--- src/rtl/alu_result_queue.sv ---
// rtl/alu_result_queue.sv - registered, flag-annotating result FIFO behind the 8-operation ALU
module alu_result_queue #(
    parameter int DEPTH = 4,
    parameter int CW    = 8
) (
    input  logic                     clk,
    input  logic                     rst,
    input  logic                     flush,
    input  logic                     in_valid,
    output logic                     in_ready,
    input  logic [15:0]              in_y,
    input  logic                     in_cout,
    input  logic [2:0]               in_sel,
    output logic                     out_valid,
    input  logic                     out_ready,
    output logic [15:0]              out_y,
    output logic [2:0]               out_sel,
    output logic                     out_zero,
    output logic                     out_neg,
    output logic                     out_carry,
    output logic [$clog2(DEPTH):0]   count,
    output logic [CW-1:0]            acc_count
);

    localparam int AW = $clog2(DEPTH);
    localparam int EW = 22;
    localparam logic [2:0] SEL_ADD = 3'd4;
    localparam logic [2:0] SEL_MUL = 3'd6;

    // Entry layout: {sel[21:19], zero[18], neg[17], carry[16], y[15:0]}
    logic [EW-1:0]  mem_q [DEPTH];
    logic [EW-1:0]  mem_d [DEPTH];
    logic [AW-1:0]  wr_ptr_q, wr_ptr_d;
    logic [AW-1:0]  rd_ptr_q, rd_ptr_d;
    logic [AW:0]    count_q, count_d;
    logic [CW-1:0]  acc_q, acc_d;

    logic           push, pop;
    logic [15:0]    masked_y;
    logic           new_zero, new_neg, new_carry;
    logic [EW-1:0]  new_entry;
    logic [EW-1:0]  head;

    assign in_ready  = (count_q < (AW + 1)'(DEPTH));
    assign out_valid = (count_q != '0);
    assign push      = in_valid && in_ready;
    assign pop       = out_valid && out_ready;

    // Only MUL drives the upper byte; all other ALU paths leave it undriven.
    always_comb begin
        masked_y  = (in_sel == SEL_MUL) ? in_y : {8'h00, in_y[7:0]};
        new_zero  = (masked_y == 16'h0000);
        new_neg   = (in_sel == SEL_MUL) ? masked_y[15] : masked_y[7];
        new_carry = (in_sel == SEL_ADD) ? in_cout : 1'b0;
        new_entry = {in_sel, new_zero, new_neg, new_carry, masked_y};
    end

    always_comb begin
        mem_d    = mem_q;
        wr_ptr_d = wr_ptr_q;
        rd_ptr_d = rd_ptr_q;
        count_d  = count_q;
        acc_d    = acc_q;
        if (flush) begin
            wr_ptr_d = '0;
            rd_ptr_d = '0;
            count_d  = '0;
        end else begin
            if (push) begin
                mem_d[wr_ptr_q] = new_entry;
                wr_ptr_d        = wr_ptr_q + 1'b1;
                if (acc_q != {CW{1'b1}}) begin
                    acc_d = acc_q + 1'b1;
                end
            end
            if (pop) begin
                rd_ptr_d = rd_ptr_q + 1'b1;
            end
            case ({push, pop})
                2'b10:   count_d = count_q + 1'b1;
                2'b01:   count_d = count_q - 1'b1;
                default: count_d = count_q;
            endcase
        end
    end

    always_ff @(posedge clk) begin
        if (rst) begin
            wr_ptr_q <= '0;
            rd_ptr_q <= '0;
            count_q  <= '0;
            acc_q    <= '0;
        end else begin
            wr_ptr_q <= wr_ptr_d;
            rd_ptr_q <= rd_ptr_d;
            count_q  <= count_d;
            acc_q    <= acc_d;
        end
    end

    // Storage needs no reset: reads are gated by out_valid.
    always_ff @(posedge clk) begin
        mem_q <= mem_d;
    end

    assign head      = out_valid ? mem_q[rd_ptr_q] : '0;
    assign out_sel   = head[21:19];
    assign out_zero  = head[18];
    assign out_neg   = head[17];
    assign out_carry = head[16];
    assign out_y     = head[15:0];
    assign count     = count_q;
    assign acc_count = acc_q;

endmodule

--- config.mk ---
export PLATFORM = sky130hd
export DESIGN_NAME = alu_result_queue
export DESIGN_NICKNAME = d
export VERILOG_FILES = /design/src/rtl/alu_result_queue.sv
export SDC_FILE = /design/constraint.sdc
export NUM_CORES = 1
export LEC_CHECK = 0
export CORE_MARGIN = 4
export CORE_UTILIZATION = 25
export DETAILED_ROUTE_END_ITERATION = 6
export SLEW_MARGIN = 15
export SYNTH_ARGS = -nofsm -noshare
export SYNTH_HDL_FRONTEND = slang
export SYNTH_SLANG_ARGS = --single-unit
--- constraint.sdc ---
create_clock -name clk -period 2.5 [get_ports clk]
set_input_delay 0.375 -clock clk [delete_from_list [all_inputs] [get_ports clk]]
set_output_delay 0.375 -clock clk [all_outputs]
set_load 0.05 [all_outputs]
# [Word-level counts from Yosys, hierarchy flattened]
# Index checks and enable logic that the tools add are counted.
[word_totals] regBits=103 elab_cells=45 output_inout_bits=35 input_bits=25
[classes] magnitude_cmp=4 n_bitwise=3 muxes=11 n_addsub=5 n_reduce_logical=9 eq_ne=5
[op_table] op="88-bit bitwise mux" count=1
[op_table] op="22-bit 2-to-1 mux" count=4
[op_table] op="22-bit binary-select mux with 2-bit select" count=1
[op_table] op="22-bit demux with 2-bit select" count=1
[op_table] op="16-bit logical NOT" count=1
[op_table] op="16-bit 2-to-1 mux" count=1
[op_table] op="8-bit by 1-bit adder with 8-bit output (second input constant)" count=1
[op_table] op="8-bit inequality test (second input constant)" count=1
[op_table] op="3-bit equality test (second input constant)" count=2
[op_table] op="3-bit >= comparator (second input constant)" count=2
[op_table] op="2-bit NOT with 3-bit output" count=2
[op_table] op="3-bit one-hot mux with 2 select lines" count=1
[op_table] op="2-bit by 1-bit adder with 2-bit output (second input constant)" count=2
[op_table] op="3-bit by 1-bit adder with 3-bit output (second input constant)" count=1
[op_table] op="1-bit logical AND" count=3
[op_table] op="3-bit by 1-bit less-than comparator with 1-bit output (second input constant)" count=1
[op_table] op="3-bit less-than comparator (second input constant)" count=1
[op_table] op="3-bit AND reduction" count=1
[op_table] op="3-bit nonzero test" count=1
[op_table] op="3-bit by 1-bit subtractor with 3-bit output (second input constant)" count=1
[op_table] op="2-bit by 1-bit equality test with 1-bit output (second input constant)" count=1
[op_table] op="2-bit equality test (second input constant)" count=1
[op_table] op="1-bit 2-to-1 mux" count=2
[op_table] op="2-bit AND reduction" count=1
[op_table] op="3 further kinds" count=3

# [Longest topological paths before layout]
[logic_depth] ltp_word=6 mapped_depth=8

# [Least setup slack after synthesis]
# Ideal clock, no wire load.
[synth_path] path_type="flip-flop to output port" startpoint="register count_q[2], in the netlist count[2]" endpoint="output out_y[0]" stages_incl_launch_ff=4 arrival_time_ps=2089 required_ps=2125 n_path_buf=1 setup_slack_ps=36 cell_sequence="dfxtp_1 or3_1 clkbuf_1 and2_1"
[synth_between] elab_chain_cells=2
[synth_lines] element="start, declared" line_no="35" rtl="logic [AW:0] count_q, count_d;"
[synth_lines] element="start signal, assigned" line_no="96" rtl="count_q <= count_d;"
[synth_lines] element="3-bit nonzero test" line_no="45" rtl="assign out_valid = (count_q != '0);"
[synth_lines] element="via out_valid" line_no="14" rtl="output logic out_valid,"
[synth_lines] element="22-bit 2-to-1 mux" line_no="106" rtl="assign head = out_valid ? mem_q[rd_ptr_q] : '0;"
[synth_lines] element="end, declared" line_no="16" rtl="output logic [15:0] out_y,"
# The timed path passes the listed nets, and every way through them passes these cells.

# [Final worst setup path]
[layout_path] startpoint="register rd_ptr_q[0]" endpoint="output out_y[15]"
[layout_between] elab_chain_cells=5
[layout_lines] element="start, declared" line_no="34" rtl="logic [AW-1:0] rd_ptr_q, rd_ptr_d;"
[layout_lines] element="start signal, assigned" line_no="95" rtl="rd_ptr_q <= rd_ptr_d;"
[layout_lines] element="2-bit NOT with 3-bit output (implied by the code)" line_no="106"
[layout_lines] element="22-bit binary-select mux with 2-bit select" line_no="106"
[layout_lines] element="22-bit 2-to-1 mux (implied by the code) (2 in series)" line_no="106"
[layout_lines] element="22-bit 2-to-1 mux" line_no="106"
# No other way between the ends. The select of a mux whose other input is x is not followed.

==> results.yml <==
clocking:
  htree_num_levels: 3
  root_buffer: "clkbuf_16"
  cts_resized: 0
  cts_buffer_depth: 2
  cts.clk_slew.worst_paths_ns: 0.07
  cts_tree: "built"
  clkLatencyLatePin_ns: 0.34
  post_cts_buffers: 0
  cts-buffers-inserted: 9
  cts_hold_buf: 0
  clock_sinks: 103
floorplan:
  std_cell_rows: 47
  die-area_um2: 19200
  boundaryPins: 60
  die_y_um: 139
  core_um2: 16600
  die_w_um: 139
  initial_core_util: 0.256
setup_path:
  cp.buffers_inverters: 2
  rr_startpoint: "count[2]$_SDFFE_PP0P_"
  end_kind: "primary output"
  critPathLaunchType: "register"
  critPathMaxFanout: 22
  critPathKind: "reg -> out"
  crit_arrival_ns: 1.89
  slowest_stage: "mux4_2"
  path_cells: "buf_12 -> mux4_2 -> and2_1 -> buf_4"
  crit_start: "rd_ptr_q[0]$_SDFFE_PP0P_"
  cp.required_ns: 2.12
  path_delay_family: "multiplexers"
  cpPeakStageDelay_ns: 0.51
synthesis:
  yosysSeqAreaShare: 0.691
  synth-edff-count: 88
  synth_top_family_by_area: "multiplexers"
  synth_compound_area_frac: 0.0226
  ys_types: 38
  synth_area_per_cell_um2: 17.0
  synth_area_um2: 4260
  postSynthCellCount: 250
  synthFlopType: "edfxtp_1"
  synth_xor_area_frac: 0.0123
  ys.warnings.count: 0
  synth_fa_ha_area_frac: 0.0223
  ys_seq_elements: 103
  synthArstFlopShare: 0
  synth-simple-area-share: 0.109
  synthMuxAreaShare: 0.124
  synth_fp_nets: 282
flow_run:
  max_cap_violations: 0
global_route:
  grt_util_all_layers: 0.0920
  antenna_found_initial: 0
  grt-ovfl-total: 0
  grt_max_degree: 25
  grt_pass1_wl_um: 13600
  grt_pass1_vias: 2456
drt:
  wl_per_cell_um: 15.9
  wl_um: 8600
  drcViolationCount: 0
  vias: 2287
  first_pass_iters: 4
  vias_per_cell: 4.23
  drtAntennaViolNets: 0
  drtIter0Drc: 76
sta:
  clock_skew_ns: 0.00480
  fmax_mhz: 442
  final_hold_viol_count: 0
  final.setup.tns_ns: 0
  rsz0062_at_grt: "no"
  maxSlewHeadroom: 0.618
  min_period_over_period: 0.906
  setup_viol: 0
  period_needed_ns: 2.26
  tightest_slew_ns: 0.565
  drv_slew: 0
power_and_ir_drop:
  p_sw_frac: 0.235
  p_seq_frac: 0.536
  cellPowerDensity_nw_per_um2: 652
  finalPower_uw: 3540
  vdd_drop_max_v: 0.000340
  internal_power_uw: 2700
  power_frac_clock: 0.373
  power_frac_comb: 0.091
  p_sw_uw: 833
  p_leak_uw: 0.00182
layout:
  final_cells: 541
  post-route-util: 0.326
  drive_gt1_frac: 0.234
  layout_commonest_cell: "edfxtp_1"
  multiInputGateArea_um2: 1230
  fillers: 1576
  regArea_um2: 2940
  finalInstanceArea_um2: 5420
  final_nets: 349
  final_cell_mix: "edfxtp_1, and2_1, clkdlybuf4s50_1"
  syn_to_final_growth_pct: 27.3
  diodes: 0
place:
  dp_cells: 526
  numPortBuffers: 59
  gp_congestion: 0.702
  placed_area_um2: 5140
  hpwlAfterDp_um: 5440
outcome:
  outcome: "complete, no violations"
min_path:
  min_path_type: "reg -> reg"
  min-delay-start: "rd_ptr_q[1]$_SDFFE_PP0P_"
==> worst min-delay path: stages (launching register included) <==
cell and delay [ns]:
dfxtp_1 0.34, xor2_1 0.07, nor2_1 0.07
==> per-stage QoR <==
stage | worst slack (ns) | hold WS, ns
CTS | 0.185 | 0.522
floorplan | 0.0363 | 0.474
global placement | 0.211 | 0.506
detailed placement | 0.135 | 0.499
finish | 0.235 | 0.514
global route | 0.125 | 0.573
==> power by group through the flow <==
stage / sequential (µW) / combinational (µW) / clock [µW]
CTS: 1900 / 328 / 1370
finish: 1900 / 320 / 1320
global route: 1900 / 344 / 1450
floorplan: 1950 / 175 / 0
global placement: 1930 / 323 / 0
detailed placement: 1940 / 327 / 0
==> path summary, 6_finish.rpt <==
check | end | slack (ns) | cells after the start
hold reg to reg | rd_ptr_q[1]$_SDFFE_PP0P_ | 0.51 | 2
hold / removal | rd_ptr_q[1]$_SDFFE_PP0P_ | 0.51 | 2
setup reg to reg | count[2]$_SDFFE_PP0P_ | 0.40 | 8
setup / recovery | out_y[15] | 0.24 | 4
==> logic make-up (layout without fill, tap and decap cells) <==
family,count (synthesis),in the layout
flops,103,103
buf+inv,17,88
simple gates,78,78
fa+ha+maj,7,7
mux,25,25
xor+xnor,6,6
compound gates,14,14
==> final cells by class <==
| cell class | instances | area share |
|---|---|---|
| sequential | 103 | 0.543 |
| clock inverter | 6 | 0.0104 |
| clock buffer | 9 | 0.0415 |
| timing repair buffer | 66 | 0.122 |
| multi-input combinational | 130 | 0.228 |
| inverter | 7 | 0.00485 |
| tap | 220 | 0.0508 |
==> routing by layer <==
| metal | routed length [µm] | vias up | global-route usage |
|---|---|---|---|
| li1 | - | 1088 | - |
| met2 | 4360 | 36 | 0.154 |
| met1 | 3750 | 1153 | 0.112 |
| met5 | 0 | - | 0 |
| met3 | 354 | 10 | 0.0266 |
| met4 | 139 | 0 | 0.0359 |
==> cells in the mapped netlist (all sizes together) (2+ instances only) <==
| master | n | share of area |
|---|---|---|
| nor2b | 2 | 0.0029 |
| nor4 | 4 | 0.0059 |
| ha | 6 | 0.018 |
| nor2 | 14 | 0.012 |
| or3 | 2 | 0.0029 |
| clkbuf | 5 | 0.0044 |
| o21ai | 2 | 0.0024 |
| a21oi | 7 | 0.0082 |
| mux4 | 22 | 0.12 |
| xor2 | 4 | 0.0082 |
| mux2i | 2 | 0.0047 |
| and2 | 36 | 0.053 |
| a211oi | 2 | 0.0047 |
| edfxtp | 88 | 0.62 |
| and4 | 2 | 0.0041 |
| xnor2 | 2 | 0.0041 |
| nand3 | 2 | 0.0024 |
| nor3 | 4 | 0.0059 |
| inv | 7 | 0.0062 |
| dfxtp | 15 | 0.071 |
| buf | 5 | 0.0088 |
| nand2 | 4 | 0.0035 |
==> registers in the layout (all words and copies together), names as in the netlist <==
name / cells
acc_count: 8
count: 3
mem_q: 88
rd_ptr_q: 2
wr_ptr_q: 2
(Power assumes the default switching activity.)
